==> config.mk <==
export PLATFORM = sky130hd
export DESIGN_NAME = red_pitaya_dac_cond
export DESIGN_NICKNAME = d
export VERILOG_FILES = /design/src/rtl/red_pitaya_dac_cond_pkg.sv /design/src/rtl/red_pitaya_dac_cond_lim.sv /design/src/rtl/red_pitaya_dac_cond.sv
export SDC_FILE = /design/constraint.sdc
export NUM_CORES = 1
export LEC_CHECK = 0
export BUFFER_PORTS_ARGS = -buffer_cell sky130_fd_sc_hd__buf_2
export CAP_MARGIN = 15
export CORE_ASPECT_RATIO = 1.4
export CORE_MARGIN = 2
export CORE_UTILIZATION = 50
export DETAILED_ROUTE_END_ITERATION = 6
export PLACE_DENSITY_LB_ADDON = 0.08
export SLEW_MARGIN = 20
export SYNTH_ARGS = -nofsm -noshare
export SYNTH_HDL_FRONTEND = slang
export SYNTH_HIERARCHICAL = 1
export SYNTH_SLANG_ARGS = --single-unit
==> constraint.sdc <==
create_clock -name dac_clk_i -period 19.7 [get_ports dac_clk_i]
set_clock_uncertainty 0.15 [all_clocks]
set_input_delay 0.985 -clock dac_clk_i [delete_from_list [all_inputs] [get_ports dac_clk_i]]
set_output_delay 0.985 -clock dac_clk_i [all_outputs]
set_load 0.1 [all_outputs]
==> src/rtl/red_pitaya_dac_cond_pkg.sv <==
// Shared constants and FSM encoding for the DAC output conditioner.
// Latency: n/a (declarations only). Backpressure: n/a.
// Default widths for the limiter/gain datapath; GAIN_ONE is unity gain at the default RW.
package red_pitaya_dac_cond_pkg;

    localparam int DW_DEF   = 14;
    localparam int RW_DEF   = 16;
    localparam int GAIN_ONE = 2 ** RW_DEF;

    typedef enum logic [1:0] {
        ST_OFF  = 2'd0,
        ST_UP   = 2'd1,
        ST_RUN  = 2'd2,
        ST_DOWN = 2'd3
    } state_e;

endpackage

==> src/rtl/red_pitaya_dac_cond_lim.sv <==
// Slew-rate limiter front end: P1 registers the input sample, P2 moves y toward it by at most slew_i.
// Latency: 2 clocks dat_i -> y_o; lim_o is aligned with y_o.
// Backpressure: none; one sample per clock, always accepted.
module red_pitaya_dac_cond_lim
    import red_pitaya_dac_cond_pkg::*;
#(
    parameter int DW = DW_DEF
) (
    input  logic                 clk_i,
    input  logic                 rst_i,
    input  logic [DW-1:0]        dat_i,
    input  logic [DW-1:0]        slew_i,
    output logic signed [DW-1:0] y_o,
    output logic                 lim_o
);

    logic signed [DW-1:0] x_q, x_d;
    logic signed [DW-1:0] y_q, y_d;
    logic                 lim_q, lim_d;
    logic signed [DW:0]   diff;
    logic        [DW:0]   mag;

    always_comb begin
        x_d   = dat_i;
        diff  = $signed({x_q[DW-1], x_q}) - $signed({y_q[DW-1], y_q});
        mag   = diff[DW] ? $unsigned(-diff) : $unsigned(diff);
        y_d   = x_q;
        lim_d = 1'b0;
        // The clamped result always lies between old y and x, so DW-bit wrap arithmetic is exact.
        if (slew_i != '0 && mag > {1'b0, slew_i}) begin
            lim_d = 1'b1;
            if (!diff[DW]) begin
                y_d = y_q + $signed(slew_i);
            end else begin
                y_d = y_q - $signed(slew_i);
            end
        end
    end

    always_ff @(posedge clk_i or posedge rst_i) begin
        if (rst_i) begin
            x_q   <= '0;
            y_q   <= '0;
            lim_q <= 1'b0;
        end else begin
            x_q   <= x_d;
            y_q   <= y_d;
            lim_q <= lim_d;
        end
    end

    assign y_o   = y_q;
    assign lim_o = lim_q;

endmodule

==> src/rtl/red_pitaya_dac_cond.sv <==
// DAC output conditioner: slew limiter, then soft-start/stop gain ramp; DAC_COND_LIMCNT_EN adds a limit-event counter.
// Latency: 4 dac_clk_i cycles dat_i -> dac_o; limit_o travels with its sample.
// Backpressure: none; one sample accepted and produced every clock.
module red_pitaya_dac_cond
    import red_pitaya_dac_cond_pkg::*;
#(
    parameter int DW = DW_DEF,
    parameter int RW = RW_DEF
) (
    input  logic          dac_clk_i,
    input  logic          dac_rst_i,
    input  logic [DW-1:0] dat_i,
    input  logic          en_i,
    input  logic [DW-1:0] set_slew_i,
    input  logic [RW-1:0] set_ramp_i,
    output logic [DW-1:0] dac_o,
    output logic          busy_o,
    output logic          limit_o,
    input  logic          lim_clr_i,
    output logic [31:0]   lim_cnt_o
);

    localparam int          PW    = DW + RW + 1;
    localparam logic [RW:0] G_ONE = {1'b1, {RW{1'b0}}};

    logic signed [DW-1:0] y;
    logic                 lim2;

    red_pitaya_dac_cond_lim #(
        .DW (DW)
    ) u_lim (
        .clk_i  (dac_clk_i),
        .rst_i  (dac_rst_i),
        .dat_i  (dat_i),
        .slew_i (set_slew_i),
        .y_o    (y),
        .lim_o  (lim2)
    );

    state_e        state_q, state_d;
    logic [RW:0]   g_q, g_d;
    logic [RW+1:0] g_sum;
    logic [RW:0]   g_up, g_dn;

    // Saturating ramp steps; a zero step means "jump straight to the end point".
    always_comb begin
        g_sum = {1'b0, g_q} + {2'b00, set_ramp_i};
        g_up  = (set_ramp_i == '0 || g_sum >= {1'b0, G_ONE}) ? G_ONE : g_sum[RW:0];
        g_dn  = (set_ramp_i == '0 || {1'b0, set_ramp_i} >= g_q) ? '0 : g_q - {1'b0, set_ramp_i};
    end

    always_comb begin
        state_d = state_q;
        g_d     = g_q;
        case (state_q)
            ST_OFF: begin
                g_d = '0;
                if (en_i) begin
                    if (set_ramp_i == '0) begin
                        state_d = ST_RUN;
                        g_d     = G_ONE;
                    end else begin
                        state_d = ST_UP;
                    end
                end
            end
            ST_UP: begin
                // A reversal holds g for one clock and then ramps back from where it was.
                if (!en_i) begin
                    state_d = ST_DOWN;
                end else begin
                    g_d = g_up;
                    if (g_up == G_ONE) begin
                        state_d = ST_RUN;
                    end
                end
            end
            ST_RUN: begin
                g_d = G_ONE;
                if (!en_i) begin
                    if (set_ramp_i == '0) begin
                        state_d = ST_OFF;
                        g_d     = '0;
                    end else begin
                        state_d = ST_DOWN;
                    end
                end
            end
            ST_DOWN: begin
                if (en_i) begin
                    state_d = ST_UP;
                end else begin
                    g_d = g_dn;
                    if (g_dn == '0) begin
                        state_d = ST_OFF;
                    end
                end
            end
            default: begin
                state_d = ST_OFF;
                g_d     = '0;
            end
        endcase
    end

    logic signed [PW-1:0] y_ext, g_ext;
    logic signed [PW-1:0] p_q, p_d;
    logic        [DW-1:0] dac_q, dac_d;
    logic                 lim3_q, lim3_d;
    logic                 lim4_q, lim4_d;

    // The product of a DW-bit sample and a gain <= unity fits in DW+RW bits, so the
    // RW-offset slice equals the floor-shifted result.
    always_comb begin
        y_ext  = {{(PW-DW){y[DW-1]}}, y};
        g_ext  = {{(PW-RW-1){1'b0}}, g_q};
        p_d    = y_ext * g_ext;
        dac_d  = p_q[RW +: DW];
        lim3_d = lim2;
        lim4_d = lim3_q;
    end

    logic [RW:0] unused_p_bits;
    assign unused_p_bits = {p_q[PW-1], p_q[RW-1:0]};

    always_ff @(posedge dac_clk_i or posedge dac_rst_i) begin
        if (dac_rst_i) begin
            state_q <= ST_OFF;
            g_q     <= '0;
            p_q     <= '0;
            dac_q   <= '0;
            lim3_q  <= 1'b0;
            lim4_q  <= 1'b0;
        end else begin
            state_q <= state_d;
            g_q     <= g_d;
            p_q     <= p_d;
            dac_q   <= dac_d;
            lim3_q  <= lim3_d;
            lim4_q  <= lim4_d;
        end
    end

    assign dac_o   = dac_q;
    assign busy_o  = (state_q == ST_UP) || (state_q == ST_DOWN);
    assign limit_o = lim4_q;

`ifdef DAC_COND_LIMCNT_EN
    logic [31:0] cnt_q, cnt_d;

    // Counts the registered P2 flag; clear takes priority over a same-cycle event.
    always_comb begin
        cnt_d = cnt_q;
        if (lim_clr_i) begin
            cnt_d = '0;
        end else if (lim2 && cnt_q != '1) begin
            cnt_d = cnt_q + 32'd1;
        end
    end

    always_ff @(posedge dac_clk_i or posedge dac_rst_i) begin
        if (dac_rst_i) begin
            cnt_q <= '0;
        end else begin
            cnt_q <= cnt_d;
        end
    end

    assign lim_cnt_o = cnt_q;
`else
    logic unused_lim_clr;
    assign unused_lim_clr = lim_clr_i;
    assign lim_cnt_o      = 32'd0;
`endif

endmodule

# --- Word-level counts from Yosys, hierarchy flattened ---
# Cells that the tools add are included.
word_totals:
  inputBits: 48
  wordCells: 61
  out_inout_bits: 48
  reg_bits: 94
classes:
  add_sub_neg: 6
  muxes: 22
  n_mul: 1
  eq_ne: 10
  reduce_logical: 10
  n_lt_le_gt_ge: 3
op_table:
  columns: ["operator", "n"]
  rows:
  - ["$mux W17", 8]
  - ["$pmux W17 S4", 1]
  - ["$mul A14 B18 Y30", 1]
  - ["$mux W14", 2]
  - ["$add A17 B16 Y18", 1]
  - ["$ge A18 B17 Y1 const B", 1]
  - ["$eq A17 B17 Y1 const B", 1]
  - ["$ge A16 B17 Y1", 1]
  - ["$logic_not A17 Y1", 1]
  - ["$sub A17 B16 Y17", 1]
  - ["$logic_not A16 Y1", 1]
  - ["$mux W2", 8]
  - ["$gt A15 B14 Y1", 1]
  - ["$mux W15", 1]
  - ["$neg A15 Y15", 1]
  - ["$sub A14 B14 Y15", 1]
  - ["$add A14 B14 Y14", 1]
  - ["$reduce_bool A14 Y1", 1]
  - ["$sub A14 B14 Y14", 1]
  - ["$ne A2 B2 Y1 const B", 4]
  - ["$pmux W2 S4", 1]
  - ["$ne A3 B3 Y1 const B", 2]
  - ["$eq A2 B2 Y1 const B", 2]
  - ["$reduce_and A4 Y1", 1]
  - ["other kinds (6)", 8]

# --- Logic depth before layout (Yosys ltp) ---
# Gate-level depths: netlist (run 1).
depth:
  word_depth: 8
  mapped_depth: 24
  ltp_nobuf: 23

# --- Modules after synthesis ---
# Netlist (run 1), hierarchy kept.
modules_own_cells:
  columns: ["mod", "cells_per_inst", "area_each_um2", "seq_area_each_um2", "n_inst"]
  rows:
  - ["red_pitaya_dac_cond", 1301, 11567.3, 1226.2, 1]
  - ["red_pitaya_dac_cond_lim", 374, 3234.4, 725.7, 1]

# --- Worst setup path after synthesis (run 1) ---
# OpenSTA, ideal clock, no wires.
synth_path:
  path_kind: "register to register"
  startpoint: "register u_lim.y_q[13], in the netlist u_lim/y_o[13]"
  endpoint: "register p_q[29]"
  stages_incl_launch_ff: 20
  t_arrival_ns: 6.323
  path_buffers: 1
  t_required_ns: 19.479
  slack_ns: 13.156
  cell_sequence: "dfrtp_1 -> clkbuf_1 -> nor2b_1 -> fa_1 -> fa_1 -> fa_1 -> fa_1 -> fa_1 -> inv_1 -> fa_1 -> inv_1 -> ha_1 -> a21o_1 -> a2111oi_0 -> a211oi_1 -> a211oi_2 -> o21ai_1 -> o41a_1 -> or4_1 -> nand4_1"
synth_between:
  elab_chain_len: 1
synth_rtl:
  columns: ["element", "line", "source"]
  rows:
  - ["start, declared", "red_pitaya_dac_cond_lim.sv:18", "logic signed [DW-1:0] y_q, y_d;"]
  - ["start signal, assigned", "red_pitaya_dac_cond_lim.sv:47", "y_q <= y_d;"]
  - ["$mul A14 B18 Y30", "red_pitaya_dac_cond.sv:117", "p_d = y_ext * g_ext;"]
  - ["via p_d[29]", "red_pitaya_dac_cond.sv:107", "logic signed [PW-1:0] p_q, p_d;"]
  - ["end signal, assigned", "red_pitaya_dac_cond.sv:137", "p_q <= p_d;"]
  - ["end, declared", "red_pitaya_dac_cond.sv:107", null]
# The timed path passes the listed nets, and every way through them passes these cells.
# A chain may end at the register's enable or synchronous reset.

# --- Final worst setup path (run 1) ---
layout_path:
  startpoint: "register u_lim.y_q[12], in the netlist u_lim/y_o[12]"
  endpoint: "register p_q[29]"
# Same word-level chain as after synthesis.

==> results, run 1 <==
- Derived from the worst setup path, the maximum achievable clock frequency is 0.133 GHz.
- The number of H-tree levels is 3.
- The number of nets in the layout is 2,095.
- The post-cts hold buffer count is 0.
- The delay of the slowest cell on the worst path is 0.84 ns.
- The number of instances in the synthesized netlist is 1,675.
- The startpoint type of the worst setup path is a register.
- The standard cell core area is 0.0292 sq mm.
- The worst pin sits at a relative slew slack of 0.363.
- Using the TritonRoute via totals, the vias-per-cell ratio works out to 5.49.
- The clock-pin slew on the worst setup and hold paths is 0.07 ns.
- The area added between synthesis and finish is 4.67%.
- Among cell families on the critical path, the largest total delay comes from adder cells.
- The final routed wirelength across all metal layers is 36.4 mm.
- In this run the worst path has a maximum fanout of 19.
- The multi-input combinational cells in the finished layout cover a total of 0.0113 sq mm.
- The count of input and output buffers is 62.
- The via count of the first global-routing pass came to 12,100.
- The type of the worst setup path is reg2reg.
- From bottom edge to top edge, the die measures 208 um.
- Walking the worst path, the cells encountered are and2_1 > fa_1 > fa_1 > fa_1 > fa_1 > fa_1 > inv_1 > fa_1 > inv_1 > ha_1 > a21o_1 > a2111oi_0 > a211oi_1 > a211oi_2 > o21ai_1 > o41a_1 > or4_1 > nand4_1.
- For this run the aggregate overflow at the end of global routing stands at 0.
- The detailed router finished its first iteration with 471 violations.
- The number of DRC violations after detailed routing is 0.
- The time the final worst path needs with I/O delays and setup is 7.51 ns.
- The Yosys step of the flow raised 6 warnings.
- The mean instance size in the synthesized netlist is 8.84 sq um.
- The flip-flop and latch count after synthesis is 78.
- For this run, the register share of the synthesized area comes to 0.132.
- The run finished with clean final reports.
- The count of endpoints failing setup in the final report is 0.
- The number of buffers inserted to repair setup after CTS is 0.
- The floorplan step set the die width to 149 um.
- TritonCTS built the clock tree.
- The final design utilization is 0.531.
- CTS placed an instance of sky130_fd_sc_hd__clkbuf_16 at the clock tree root.
- The number of clock buffers added by TritonCTS is 9.
- The share of cells above drive strength 1 is 0.0843.
- The final design area excluding fillers is 0.0155 sq mm.
- The first global-routing pass estimated 61.8 mm of wire.
- The total instance count after detailed placement is 2,060.
- Detailed placement ended at an HPWL of 28.9 mm.
- The initial core utilization is 0.508.
- The detail route stage leaves a number of antenna-violating nets equal to 0.
- The first detailed-routing pass ran for 5 iterations.
- The last weighted congestion value of the routability-driven placer is 0.928.
- Summing every instance area after synthesis gives 0.0148 sq mm.
- The count of filler cells inserted in the layout is 2,853.
- The initial antenna violation count is 0.
- The floorplan has 74 rows.
- The final-report hold violation count came to 0.
- For the final routed database, the setup TNS stands at 0 ns.
- The pin slew with the least headroom to its limit is 0.955 ns.
- The routed layout has 11,400 vias.
- The die covers 0.0310 sq mm.
- The startpoint identified for the worst hold timing path is p_q[21].
- The required arrival time at the worst endpoint is 19.84 ns.
- For the worst setup path, the data arrival time is 7.66 ns.
- Setup repair after global routing left no endpoint under its margin.
- Across the whole layout, storage elements account for 0.00195 sq mm.
- Post-CTS repair changed the size of 0 cells.
- Counting both buffers and inverters, the worst setup path holds a total of 2.
- The repair_antennas step left the layout with diodes totalling 0.
- The final max-slew violation count is 0.
- The synthesized design contains 0 enable-type register cells.
- The share of synthesized registers carrying an async set or reset is 1.00.
- The synthesized netlist contains 94 unique library cells.
- In this design, the critical path's most frequently occurring cell is sky130_fd_sc_hd__fa_1.
- The share of the clock period used by the worst path after layout is 0.381.
- Pin placement for this block handled 96 I/O pins.
- For this run, the leading register cell type out of synthesis is sky130_fd_sc_hd__dfrtp_1.
- Dividing the detail-routed wire length by the instance count gives 17.6 um.
- The path class of the tightest hold or removal check is reg2reg.
- In this run the cell area measured after placement is 0.0152 sq mm.
- The slowest stage of the critical path belongs to the cell sky130_fd_sc_hd__dfrtp_1.
- The startpoint identified for the worst register-to-register timing path is u_lim/y_o[12].
- The origin of the worst setup path is u_lim/y_o[12].
- The tool flagged a number of max-cap violations equal to 0.
- Clock latency on the worst-skew pair, taken at its later pin, is 0.37 ns.
- The number of clock sinks is 78.
- No sink is reached through more buffers than the 2 on the longest clock path.
- The worst setup path is captured at a register.
- The pin count of the biggest net entering global routing is 50.
- The count of placed standard cells in the final layout, fillers left out is 2,076.
- For this run, the total global-route usage over all layers was measured as 0.252.
-- state kept, by name (all words and copies together) (netlist names) --
register,cells
dac_o,14
g_q,17
limit_o,1
lim3_q,1
u_lim/lim_o,1
u_lim/x_q,14
p_q,14
state_q,2
u_lim/y_o,14
-- placed cells by master, fill, tap and decap left out, types with 16 or more instances in the layout --
cell	netlist	final
sky130_fd_sc_hd__inv_1	278	277
sky130_fd_sc_hd__nor3_1	16	16
sky130_fd_sc_hd__a21o_1	20	20
sky130_fd_sc_hd__nor2b_1	21	21
sky130_fd_sc_hd__o31ai_1	16	16
sky130_fd_sc_hd__dfrtp_1	78	78
sky130_fd_sc_hd__nor2_1	83	83
sky130_fd_sc_hd__ha_1	175	175
sky130_fd_sc_hd__and2_1	124	124
sky130_fd_sc_hd__a21oi_1	63	63
sky130_fd_sc_hd__nand2_1	153	153
sky130_fd_sc_hd__fa_1	181	181
sky130_fd_sc_hd__conb_1	1	32
sky130_fd_sc_hd__o21ai_0	36	36
sky130_fd_sc_hd__xor2_1	16	16
sky130_fd_sc_hd__nand2b_1	19	19
sky130_fd_sc_hd__o21a_1	18	18
sky130_fd_sc_hd__buf_2	3	62
sky130_fd_sc_hd__xnor2_1	59	59
-- path summary, 6_finish.rpt --
check / to / cells after the start / slack, ns
worst max register to register: p_q[29] / 18 / 12.19
worst min-delay path: dac_o[5] / 0 / 0.20
min in group asynchronous: u_lim/lim_o / 3 / 0.55
worst max-delay path: p_q[29] / 18 / 12.19
max in group asynchronous: p_q[16] / 3 / 18.31
worst min register to register: dac_o[5] / 0 / 0.20
-- routing by layer --
layer  track usage  share of wire  wire (um)
met4        0.0778          0.024        869
met5             0              0          0
met1         0.322           0.43      15600
met3        0.0288          0.038       1380
met2         0.443           0.51      18600
-- cell families (layout without fill, tap and decap cells) --
| family | Yosys count | after routing | synth area share |
|---|---|---|---|
| AND/OR/NAND/NOR | 507 | 507 | 0.176 |
| buffers and inverters | 376 | 366 | 0.110 |
| adder cells (fa/ha/maj) | 356 | 356 | 0.393 |
| AO/OA/AOI/OAI | 260 | 260 | 0.126 |
| flip-flops | 78 | 78 | 0.132 |
| XOR/XNOR | 75 | 75 | 0.0444 |
| multiplexers | 22 | 22 | 0.0186 |
| other | 1 | 32 | 0.000253 |
-- per-stage QoR --
step / hold slack [ns] / setup WS, ns
6_report: 0.198 / 12.19
5_1_grt: 0.204 / 11.82
2_1_floorplan: 0.181 / 13.16
3_3_place_gp: 0.183 / 12.10
4_1_cts: 0.200 / 12.08
3_5_place_dp: 0.185 / 12.15
-- layout make-up --
cell class,count,area share
clock buffer,9,0.0145
clock inverter,7,0.00517
inverter,279,0.0676
multi-input combinational,1252,0.732
sequential,78,0.126
tap,380,0.0307
timing repair buffer,71,0.0244
-- cells in the mapped netlist, types with 8 or more instances --
master | n | area (sq um)
sky130_fd_sc_hd__a211oi_1 | 12 | 90.1
sky130_fd_sc_hd__xor2_1 | 16 | 140
sky130_fd_sc_hd__o21ai_0 | 36 | 180
sky130_fd_sc_hd__nand2b_1 | 19 | 119
sky130_fd_sc_hd__buf_4 | 34 | 255
sky130_fd_sc_hd__or2_2 | 8 | 50.1
sky130_fd_sc_hd__nor2_1 | 83 | 312
sky130_fd_sc_hd__dfrtp_1 | 78 | 1950
sky130_fd_sc_hd__nand3_1 | 12 | 60.1
sky130_fd_sc_hd__nand4_1 | 12 | 75.1
sky130_fd_sc_hd__o21a_1 | 18 | 135
sky130_fd_sc_hd__xnor2_1 | 59 | 517
sky130_fd_sc_hd__nor2b_1 | 21 | 131
sky130_fd_sc_hd__mux2_4 | 8 | 120
sky130_fd_sc_hd__nor3_1 | 16 | 80.1
sky130_fd_sc_hd__inv_1 | 278 | 1040
sky130_fd_sc_hd__mux2_2 | 9 | 101
sky130_fd_sc_hd__nor4_1 | 11 | 68.8
sky130_fd_sc_hd__a21oi_1 | 63 | 315
sky130_fd_sc_hd__a21o_1 | 20 | 150
sky130_fd_sc_hd__o31ai_1 | 16 | 120
sky130_fd_sc_hd__clkbuf_1 | 49 | 184
sky130_fd_sc_hd__and2_1 | 124 | 776
sky130_fd_sc_hd__ha_1 | 175 | 2190
sky130_fd_sc_hd__nand2_1 | 153 | 574
sky130_fd_sc_hd__and3_1 | 12 | 75.1
sky130_fd_sc_hd__fa_1 | 181 | 3620
sky130_fd_sc_hd__o21ai_1 | 8 | 40.0
Power of run 1 is not shown: default switching activity piles up to over one toggle a cycle in this logic, so the estimate is an artifact.
==> inputs of run 2 (changes only) <==
clock period = 7.16 ns   (was 19.7 ns; I/O delays follow)
==> results, run 2 (synthesized netlist as in run 1, its figures left out) <==
- The flow ran to the end, and the final reports show no timing, DRC or antenna violations.
- The first-pass iteration count of the detailed router is 5 (unchanged).
- The number of nets with antenna violations after routing is 0 (unchanged).
- The mean number of vias per cell is 5.39 (-1.8%).
- The number of buffers created by CTS is 9 (unchanged).
- The count of placed standard cells in the final layout, fillers left out is 2,128 (+2.5%).
- The leading cell type in the layout, fill and taps excluded is sky130_fd_sc_hd__inv_1.
- The clock-pin slew on the worst setup and hold paths is 0.06 ns (about the same).
- The initial antenna violation count is 0 (unchanged).
- The post-DP HPWL was 31.2 mm (+8.1%).
- The last weighted congestion value of the routability-driven placer is 0.911 (-1.8%).
- The startpoint identified for the worst hold timing path is p_q[22].
- The count of antenna diodes in the layout is 0 (unchanged).
- The pin slew with the least headroom to its limit is 0.873 ns (-0.0823 ns).
- The achievable frequency is 0.147 GHz (+11%).
- The remaining max-slew budget at the tightest pin is 0.403 (+0.0398).
- The worst setup path is captured at a register.
- The number of DRC violations after detailed routing came to 0 (unchanged).
- The critical path in this run is classified as reg2reg.
- The biggest fanout along the worst timing path is 9 (-10).
- The area added between synthesis and finish is 7.60%.
- The final max-slew violation count is 0 (unchanged).
- The number of ports placed on the die boundary was 96 (unchanged).
- The time the final worst path needs with I/O delays and setup is 6.79 ns (-0.720 ns).
- The detailed-route via count was 11,500 (+0.66%).
- The cell sitting at the root of the clock tree is a sky130_fd_sc_hd__clkbuf_16.
- The DRC violation total after the first TritonRoute iteration came to 450 (-4.5%).
- The per-cell routed wire length is 17.5 um (-0.13%).
- The most flop-heavy register is g_q.
- The horizontal die dimension is 149 um (unchanged).
- The number of buffers and inverters on the critical path is 5 (+3).
- The number of clock sinks is 78 (unchanged).
- The source-to-sink clock delay at the later pin of the worst-skew pair is 0.36 ns (about the same).
- The final global-route overflow total is 0 (unchanged).
- The buffer depth of the longest clock path is 2 (unchanged).
- The full die area was 0.0310 sq mm (unchanged).
- TritonCTS built the clock tree.
- The worst hold slack after final layout came to 0.196 ns (-0.00169 ns).
- The number of nets in the layout came to 2,148 (+2.5%).
- The die outline height was 208 um (unchanged).
- The initial core utilization came to 0.508 (unchanged).
- The number of violations of the max-capacitance limit was 0 (unchanged).
- The final-report hold violation count is 0 (unchanged).
- The slowest stage cell on the critical path is sky130_fd_sc_hd__dfrtp_1.
- The share of cells above drive strength 1 is 0.102 (+0.0181).
- The arrival time at the worst endpoint is 6.93 ns (-0.73 ns).
- The path class of the tightest hold or removal check is reg2reg.
- Setup repair after global routing left no endpoint under its margin.
- The via count of the first global-routing pass is 12,300 (+1.6%).
- Walking the worst path, the cells encountered are buf_4 > nand2_1 > fa_1 > inv_1 > fa_1 > fa_1 > fa_1 > fa_1 > inv_1 > fa_1 > inv_1 > ha_1 > a21o_1 > a21oi_1 > nor2b_1 > o311a_1 > a211oi_2 > buf_4 > o21ai_1 > o41a_1 > or4_1 > nand4_1.
- The placement row count came to 74 (unchanged).
- The number of flip-flops under the largest register name is 17 (unchanged).
- The total negative slack is 0 ns (unchanged).
- The required arrival time at the worst endpoint was 7.30 ns (-12.54 ns).
- The first-pass GRT wire length is 62.1 mm (+0.49%).
- The share of the clock period used by the worst path after layout is 0.949 (+0.567).
- The delay of the slowest cell on the worst path is 0.61 ns (-0.23 ns).
- The count of endpoints failing setup in the final report is 0 (unchanged).
- The number of H-tree levels is 3 (unchanged).
- The standard cell core area is 0.0292 sq mm (unchanged).
- The total instance count after detailed placement came to 2,096 (+1.7%).
- The final routed wirelength across all metal layers came to 37.3 mm (+2.4%).
- The reg-to-reg startpoint is g_q[7].
- The instance area at placement is 0.0155 sq mm (+1.9%).
- Grouping stages by cell kind, the critical path spends the most delay in adder cells.
- The origin of the worst setup path is g_q[7].
- The pin count of the biggest net entering global routing is 50 (unchanged).
- The total global-route track usage was 0.254 (+0.00200).
- The count of input and output buffers is 62 (unchanged).
- The library cells used most frequently in the layout, excluding fill and tap cells, are 277 x sky130_fd_sc_hd__inv_1, 181 x sky130_fd_sc_hd__fa_1, 175 x sky130_fd_sc_hd__ha_1.
- The final design area excluding fillers is 0.0159 sq mm (+2.8%).
- The most used cell along the critical path is sky130_fd_sc_hd__fa_1.
- The startpoint type of the worst setup path is a register.
## run 2: cell type report
class,instances,area (sq um)
fill,2782,13200
multi-input combinational,1252,11300
sequential,78,1950
inverter,279,1050
timing repair buffer,124,826
tap,380,475
clock buffer,10,229
clock inverter,5,60.1
## run 2: timing repair
item / CTS / global route
hold buffers: 15 / 0
setup endpoints to repair: 0 / 4
setup buffers: 0 / 2
gates resized for setup: 0 / 1
endpoints found under the hold margin: 43 / 0
## run 2: metrics by stage
stage	util	worst slack, ns
global placement	0.530	0.210
CTS	0.545	0.129
floorplan	-	0.616
global route	0.546	0.00114
finish	0.546	0.368
detailed placement	0.530	0.189
## run 2: final timing paths
check / end / slack [ns] / depth (start not counted)
setup / recovery: p_q[29] / 0.37 / 22
hold / removal: dac_o[6] / 0.20 / 0
setup reg to reg: p_q[29] / 0.37 / 22
hold reg to reg: dac_o[6] / 0.20 / 0
max in group asynchronous: dac_o[0] / 5.78 / 3
min in group asynchronous: u_lim/x_q[10] / 0.48 / 4
## run 2: metal layers
layer | vias to the layer above | share of wire | track usage
met5 | - | 0 | 0
met4 | 0 | 0.027 | 0.0808
met3 | 55 | 0.032 | 0.0292
met2 | 193 | 0.51 | 0.444
met1 | 5718 | 0.43 | 0.326
li1 | 5514 | - | -
Power of run 2 is left out for the same reason.
